<file path="src/rtl/mantissa_divider_seq.sv">
// Restoring divider for (1.a)/(1.b), BITS_PER_CYCLE quotient bits per clock; done pulses
// ceil((MAN_WIDTH+3)/BITS_PER_CYCLE)+1 clocks after an accepted start; start is ignored while busy.
module mantissa_divider_seq #(
  parameter int MAN_WIDTH      = 23,
  parameter int BITS_PER_CYCLE = 1
) (
  input  logic                 clk,
  input  logic                 rst_n,
  input  logic                 start,
  input  logic                 abort,
  input  logic [MAN_WIDTH-1:0] a_man,
  input  logic [MAN_WIDTH-1:0] b_man,
  output logic                 busy,
  output logic                 done,
  output logic [MAN_WIDTH-1:0] frac,
  output logic                 guard,
  output logic                 sticky,
  output logic                 carry_down
);

  localparam int NQ = MAN_WIDTH + 3;
  localparam int RW = MAN_WIDTH + 2;
  localparam int CW = $clog2(NQ + 1);

  typedef enum logic [1:0] {
    IDLE = 2'd0,
    CALC = 2'd1,
    NORM = 2'd2
  } state_t;

  state_t          state_q;
  state_t          state_n;
  logic [RW-1:0]   r_q;
  logic [RW-1:0]   r_n;
  logic [RW-1:0]   d_q;
  logic [NQ-1:0]   q_q;
  logic [NQ-1:0]   q_n;
  logic [CW-1:0]   cnt_q;
  logic [CW-1:0]   cnt_n;
  logic            calc_last;
  logic            accept;

  logic [MAN_WIDTH-1:0] frac_n;
  logic                 guard_n;
  logic                 sticky_n;
  logic                 carry_down_n;

  assign accept = (state_q == IDLE) && start && !abort;
  assign busy   = (state_q == CALC) || (state_q == NORM);

  // Unrolled restoring steps; the count guard stops the last clock short when
  // BITS_PER_CYCLE does not divide NQ.
  always_comb begin
    r_n   = r_q;
    q_n   = q_q;
    cnt_n = cnt_q;
    for (int i = 0; i < BITS_PER_CYCLE; i++) begin
      if (cnt_n < CW'(NQ)) begin
        if (r_n >= d_q) begin
          r_n = r_n - d_q;
          q_n = {q_n[NQ-2:0], 1'b1};
        end else begin
          q_n = {q_n[NQ-2:0], 1'b0};
        end
        r_n   = r_n << 1;
        cnt_n = cnt_n + 1'b1;
      end
    end
    calc_last = (cnt_n == CW'(NQ));
  end

  always_comb begin
    if (q_q[NQ-1]) begin
      frac_n       = q_q[NQ-2:2];
      guard_n      = q_q[1];
      sticky_n     = q_q[0] | (r_q != '0);
      carry_down_n = 1'b0;
    end else begin
      frac_n       = q_q[NQ-3:1];
      guard_n      = q_q[0];
      sticky_n     = (r_q != '0);
      carry_down_n = 1'b1;
    end
  end

  always_comb begin
    state_n = state_q;
    case (state_q)
      IDLE: if (accept) state_n = CALC;
      CALC: begin
        if (abort)          state_n = IDLE;
        else if (calc_last) state_n = NORM;
      end
      NORM:    state_n = IDLE;
      default: state_n = IDLE;
    endcase
  end

  always_ff @(posedge clk or negedge rst_n) begin
    if (!rst_n) state_q <= IDLE;
    else        state_q <= state_n;
  end

  always_ff @(posedge clk or negedge rst_n) begin
    if (!rst_n) begin
      r_q        <= '0;
      d_q        <= '0;
      q_q        <= '0;
      cnt_q      <= '0;
      done       <= 1'b0;
      frac       <= '0;
      guard      <= 1'b0;
      sticky     <= 1'b0;
      carry_down <= 1'b0;
    end else begin
      done <= 1'b0;
      if (accept) begin
        r_q   <= {1'b0, 1'b1, a_man};
        d_q   <= {1'b0, 1'b1, b_man};
        q_q   <= '0;
        cnt_q <= '0;
      end else if (state_q == CALC && !abort) begin
        r_q   <= r_n;
        q_q   <= q_n;
        cnt_q <= cnt_n;
      end else if (state_q == NORM && !abort) begin
        frac       <= frac_n;
        guard      <= guard_n;
        sticky     <= sticky_n;
        carry_down <= carry_down_n;
        done       <= 1'b1;
      end
    end
  end

endmodule
</file>
<file path="config.mk">
export PLATFORM = sky130hd
export DESIGN_NAME = mantissa_divider_seq
export DESIGN_NICKNAME = d
export VERILOG_FILES = /design/src/rtl/mantissa_divider_seq.sv
export SDC_FILE = /design/constraint.sdc
export NUM_CORES = 1
export LEC_CHECK = 0
export BUFFER_PORTS_ARGS = -buffer_cell sky130_fd_sc_hd__buf_4
export CAP_MARGIN = 20
export CORE_ASPECT_RATIO = 1.4
export CORE_MARGIN = 5
export CORE_UTILIZATION = 53
export DETAILED_ROUTE_END_ITERATION = 6
export PLACE_DENSITY = 0.78
export SKIP_CTS_REPAIR_TIMING = 1
export SLEW_MARGIN = 20
export SYNTH_ARGS = -nofsm -noshare
export SYNTH_HDL_FRONTEND = slang
export SYNTH_SLANG_ARGS = --single-unit
</file>
<file path="constraint.sdc">
create_clock -name clk -period 2.4 [get_ports clk]
set_clock_uncertainty 0.1 [all_clocks]
set_input_delay 0.12 -clock clk [delete_from_list [all_inputs] [get_ports clk]]
set_output_delay 0.12 -clock clk [all_outputs]
set_load 0.1 [all_outputs]
</file>
==> results of run 1 <==
flip-flops by register name, summed over array words and instances (netlist names):
| name | count |
|---|---|
| q_q | 26 |
| sticky | 1 |
| cnt_q | 5 |
| done | 1 |
| carry_down | 1 |
| frac | 23 |
| r_q | 25 |
| state_q | 2 |
| d_q | 24 |
| guard | 1 |
cells in the mapped netlist (7+ instances only):
cell      count  area share [%]
dfrtp_1     109              45
nand2_1      78             4.8
o21ai_0      77             6.3
mux2i_1      46             7.6
a21oi_1      44             3.6
inv_1        35             2.2
ha_1         28             5.7
a22o_1       26             3.7
clkbuf_1     24             1.5
nor2_1       23             1.4
a21o_1       16             2.0
xnor2_1      13             1.9
o22ai_1      12             1.2
or3_1        10             1.0
nand3_1       9            0.74
a31oi_1       7            0.72
nor4_1        7            0.72
logic make-up after synthesis:
logic type / Yosys count
compound gates: 214
xor+xnor: 18
fa+ha+maj: 29
buf+inv: 68
flops: 109
mux: 46
simple gates: 160
worst paths after layout:
path | startpoint | endpoint | slack, ps | cells after the start
max | r_q[4]$_DFFE_PN0P_ | r_q[9]$_DFFE_PN0P_ | -210 | 10
min | a_man[13] | r_q[13]$_DFFE_PN0P_ | -40 | 3
max reg2reg | r_q[4]$_DFFE_PN0P_ | r_q[9]$_DFFE_PN0P_ | -210 | 10
min reg2reg | d_q[23]$_DFFE_PN0P_ | d_q[23]$_DFFE_PN0P_ | 370 | 2
max in group asynchronous | rst_n | carry_down$_DFFE_PN0P_ | 1230 | 3
min in group asynchronous | rst_n | q_q[18]$_DFFE_PN0P_ | 220 | 2
routing by layer:
| layer | vias to the layer above | wire length (um) | GRT usage [%] |
|---|---|---|---|
| li1 | 2682 | - | - |
| met1 | 2786 | 6367 | 28.00 |
| met2 | 212 | 9261 | 44.58 |
| met3 | 54 | 963 | 3.519 |
| met4 | 0 | 575 | 10.04 |
| met5 | - | 0 | 0 |
worst min-delay path, stage by stage:
cell and delay [ps]:
buf_4 80, nor2_1 40, o22ai_1 120
metrics by stage:
step | hold WS (ps) | setup TNS (ps) | setup WS [ps]
3_3_place_gp | 66.39 | -1651 | -164.3
6_report | -40.49 | -2698 | -211.1
3_5_place_dp | 76.66 | -3681 | -265.7
2_1_floorplan | -275.6 | -511.0 | -62.16
5_1_grt | 0.6395 | -5095 | -346.3
4_1_cts | -302.2 | -4288 | -284.1
power groups by stage:
stage                     Clock (mW)  Sequential, mW  Combinational (mW)
after floorplan                    0            2.87                4.84
after global placement             0            2.59                7.49
after detailed placement           0            2.63                7.67
after CTS                       1.51            2.59                7.73
after global routing            1.58            2.66                9.31
final                           1.49            2.61                8.60
cell usage in the layout, fill, tap and decap left out, types with 3 or more instances in the layout:
cell and instances:
a211oi_2 4, dlygate4sd3_1 35, o21a_1 3, inv_1 32
o21ai_1 3, mux2i_1 44, inv_2 3, o211ai_1 5
a21oi_4 3, a21oi_1 35, buf_6 3, xnor2_1 13
nand2_1 78, nor2b_1 4, nor4_1 5, buf_4 168
o22ai_1 12, ha_1 21, ha_4 5, clkbuf_16 10
a21oi_2 8, nand3_1 8, a31oi_1 7, xor2_1 5
a22o_1 26, o21ai_0 73, nand2b_1 5, nand4_1 6
a21o_1 15, nor3_1 5, dfrtp_1 109, or3_1 9
and3_1 6, nor2_1 20
area by class of cell:
cell class | instances | area, um2 | share of cell area, %
Timing Repair Buffer | 209 | 1710 | 20.49
Multi-Input combinational cell | 467 | 3313 | 39.69
Tap cell | 144 | 180.2 | 2.158
Inverter | 35 | 131.4 | 1.574
Clock buffer | 9 | 225.2 | 2.698
Clock inverter | 5 | 60.06 | 0.7194
Sequential cell | 109 | 2728 | 32.67
==> flow_summary.ini, run 1 <==
[critical_path]
critPathMaxStageDelay_ps = 420
path_common_cell = a21o_1
critPathRequiredTime_ps = 2520
cp_top_family = compound AO/OA/AOI/OAI gates
path_cells = ha_4 > o211ai_1 > a21o_1 > a21o_1 > o21a_4 > o211ai_4 > a21o_4 > clkbuf_16 > mux2i_1 > o22ai_1
crit_slowest_cell = dfrtp_1
arrival_ps = 2730
cp_max_fo = 7
cp-start-kind = register
critPathBufInv = 1
worstSetupEndpointType = register
path_class = register to register

[clocking]
path_clk_slew_ps = 70
cts_tree = yes
cts.sinks = 109
root_buffer = clkbuf_16
clkLatencyLatePin_ps = 350
cts_buffer_depth = 2
numCtsBuffers = 9
htreeDepth = 3

[layout]
fin_util_pct = 74.00
drive_gt1_share_pct = 28.18
fin_area_um2 = 8348
final_cells = 978
n_antenna_cell = 0
nets = 910
fill_cells = 830
syn_to_final_growth_pct = 36.95

[drt]
wire_per_inst_um = 17.55
vias_per_cell = 5.863
ant_nets = 0
route.detailed.drc = 0
vias = 5734
drt_first_iter_violations = 363
dr.pass1.iters = 5
routed_wl_mm = 17.17

[sta]
layout_min_cycle_time_ps = 2611
setup_violations = 23
slew_violations = 0
relSlewSlack_pct = 59.21
finalWorstSetupSlack_ps = -211.1
worstMarginPinSlew_ps = 611.9
rsz0062_at_grt = true
hold_violations = 7
holdWs_ps = -40.49
finalCritPeriodShare_pct = 108.8
fmax_mhz = 383.0

[power]
p_per_area_nw_per_um2 = 1521
p_leak_nw = 3.862
power_frac_comb_pct = 67.7
clkPwrFrac_pct = 11.7
power_switching_share_pct = 43.38
p_total_mw = 12.70
p_switching_mw = 5.508
intPower_mw = 7.190
peakVddDrop_mv = 1.077
p_seq_share_pct = 20.5

[logic_synthesis]
syn_area_um2 = 6096
synth_cell_types = 51
synthAdderAreaFrac_pct = 6.076
syn_inst = 644
syn-num-nets = 723
ys_seq_elements = 109
avgSynthCellArea_um2 = 9.466
synth_xor_area_share_pct = 2.586
yosysSeqAreaShare_pct = 44.75
synth_simple_gate_area_share_pct = 12.13
synth_top_family_by_area = compound AO/OA/AOI/OAI gates
synth_compound_area_share_pct = 22.29
synth_edf_count = 0
synthFlopType = dfrtp_1
ys_async_sr_fraction_pct = 100.0
muxShareOfSynthArea_pct = 7.553
yosysWarnings = 0

[hold_path]
hold_path_class = input port to register

[die]
initial_utilization_pct = 54.04
die_h_um = 136.9
coreArea_um2 = 11280
io_pins = 78
rows = 46
die_w_um = 100.6
design.die.area_um2 = 13780

[placed_design]
dpl-instance-area_um2 = 7491
dp_hpwl_mm = 11.92
gp_congestion = 0.9411
dp_cells = 922
port_buffers = 77

[global_routing]
grt_max_degree = 54
antenna_found_initial = 0
grtUsageTotal_pct = 24.34
grt_pass1_wl_mm = 26.65
grt_pass1_vias = 5671
grt-ovfl-total = 0

[outcome]
violations = negative hold slack, negative setup slack
outcome = complete, but fails checks

[job]
timing.max_cap.violations = 0
Note: power is estimated with default switching activity, not from simulation.
==> run 2, diff against run 1 <==
- CELL_PAD_IN_SITES_DETAIL_PLACEMENT: unset -> 1
- CELL_PAD_IN_SITES_GLOBAL_PLACEMENT: unset -> 1
- CORE_UTILIZATION: 53 -> 48
- PLACE_DENSITY: 0.78 -> 0.86
- clock period: 2.4 -> 3.35 ns (I/O delays scaled with it)
==> flow_summary.ini, run 2 (synthesis results as in run 1) <==
[placed_design]
gp_congestion = 0.9123
port_buffers = 77
dp_hpwl_mm = 12.36

[critical_path]
path_class = register to register
rr_worst_depth = 12
cp_max_fo = 5
critPathRequiredTime_ps = 3530
worstSetupEndpointType = register
r2r_end = r_q[23]$_DFFE_PN0P_
r2r_start = r_q[0]$_DFFE_PN0P_
arrival_ps = 3240
cp-start-kind = register
ff2ff_setup_slack_ps = 290

[layout]
final_common_cell = dfrtp_1
n_antenna_cell = 0
largest_register_ff_count = 26
largest_registers = q_q: 26 flops, r_q: 25 flops, d_q: 24 flops
top_register = q_q
mostFrequentLayoutCells = 109 x dfrtp_1, 88 x buf_4, 78 x nand2_1
syn_to_final_growth_pct = 21.76
nets = 818
fill_cells = 1411
drive_gt1_share_pct = 15.32

[drt]
ant_nets = 0
drt_first_iter_violations = 288
dr.pass1.iters = 4
vias = 5316
wire_per_inst_um = 20.15
route.detailed.drc = 0
vias_per_cell = 5.946
routed_wl_mm = 18.02

[global_routing]
grtUsageTotal_pct = 23.23
grt_pass1_wl_mm = 28.70
grt_max_degree = 73
grt-ovfl-total = 0
grt_pass1_vias = 5808
antenna_found_initial = 0

[die]
io_pins = 78
initial_utilization_pct = 49.27
die_w_um = 105.2
die_h_um = 143.3
coreArea_um2 = 12370
rows = 48
design.die.area_um2 = 15090

[hold_path]
whs_endpoint = r_q[5]$_DFFE_PN0P_
holdPathStages = 3
worstHoldStart = a_man[5]
hold_path_class = input port to register

[clocking]
root_buffer = clkbuf_16
cts_buffer_depth = 2
cts.sinks = 109
numCtsBuffers = 9
htreeDepth = 3
clkLatencyLatePin_ps = 350
path_clk_slew_ps = 70
cts_tree = yes

[outcome]
violations = negative hold slack
outcome = complete, but fails checks

[sta]
hold_violations = 5
rsz0062_at_grt = false
fmax_mhz = 326.8
worstMarginPinSlew_ps = 903.3
layout_min_cycle_time_ps = 3060
finalCritPeriodShare_pct = 91.34
holdWs_ps = -15.23
setup_violations = 0
finalSetupTns_ps = 0
slew_violations = 0
relSlewSlack_pct = 39.78

[power]
p_total_mw = 7.763
p_leak_nw = 3.411
peakVddDrop_mv = 0.5598
p_per_area_nw_per_um2 = 1046

[job]
timing.max_cap.violations = 0
## run 2: changes by cell type in the layout (fill, tap and decap cells not counted), sizes merged
cell         delta
buf            -84
bufinv          +1
clkbuf          +2
clkinv          -1
clkinvlp        -1
dlygate4sd3     -7
## run 2: metal layers
layer | part of all wire (%) | wire length (um) | vias up | track usage, %
li1 | - | - | 2494 | -
met1 | 39 | 7083 | 2679 | 26.67
met2 | 55 | 9919 | 113 | 44.05
met3 | 3.3 | 599 | 30 | 2.697
met4 | 2.3 | 416 | 0 | 8.283
met5 | 0 | 0 | - | 0
## run 2: worst max path at each step
stage / slack (ps) / from / cells past startpoint / endpoint
3_3_place_gp: 440 / r_q[4]$_DFFE_PN0P_ / 9 / r_q[1]$_DFFE_PN0P_
2_1_floorplan: 800 / r_q[0]$_DFFE_PN0P_ / 12 / r_q[23]$_DFFE_PN0P_
3_5_place_dp: 340 / r_q[0]$_DFFE_PN0P_ / 12 / r_q[23]$_DFFE_PN0P_
5_1_grt: 80 / r_q[0]$_DFFE_PN0P_ / 12 / r_q[23]$_DFFE_PN0P_
4_1_cts: 300 / r_q[0]$_DFFE_PN0P_ / 12 / r_q[23]$_DFFE_PN0P_
6_report: 290 / r_q[0]$_DFFE_PN0P_ / 12 / r_q[23]$_DFFE_PN0P_
## run 2: final cells by class
type / count / area, um2 / share of cell area [%]
sequential: 109 / 2728 / 36.75
clock inverter: 4 / 77.57 / 1.045
timing repair buffer: 117 / 960.9 / 12.95
clock buffer: 12 / 236.5 / 3.186
inverter: 35 / 131.4 / 1.770
multi-input combinational: 467 / 3100 / 41.77
tap: 150 / 187.7 / 2.529
## run 2: report_power, final
part / leakage, nW / switching (mW) / internal, mW / total (mW)
sequential: 1.41 / 0.316 / 1.66 / 1.97
combinational: 1.85 / 2.79 / 1.84 / 4.63
clock: 0.152 / 0.495 / 0.663 / 1.16
total: 3.41 / 3.60 / 4.16 / 7.76
## run 2: worst max-delay path, cell delays in order, from the launching register on
cell	delay, ps
dfrtp_1	390
inv_1	100
ha_1	190
inv_1	60
fa_1	430
a211oi_1	290
o21ai_0	250
o2111ai_1	270
a21oi_1	210
a211oi_1	320
xnor2_1	160
mux2i_1	90
a21oi_1	140
## run 2: through the flow
stage               worst slack [ps]  utilization [%]  instance area, um2  cells
floorplan                      801.3                -                6096    644
global placement               438.4            55.19                6828    850
detailed placement             344.4            55.19                6828    850
CTS                            296.8            57.73                7142    866
global route                   83.83            59.99                7422    894
finish                         290.1            59.99                7422    894
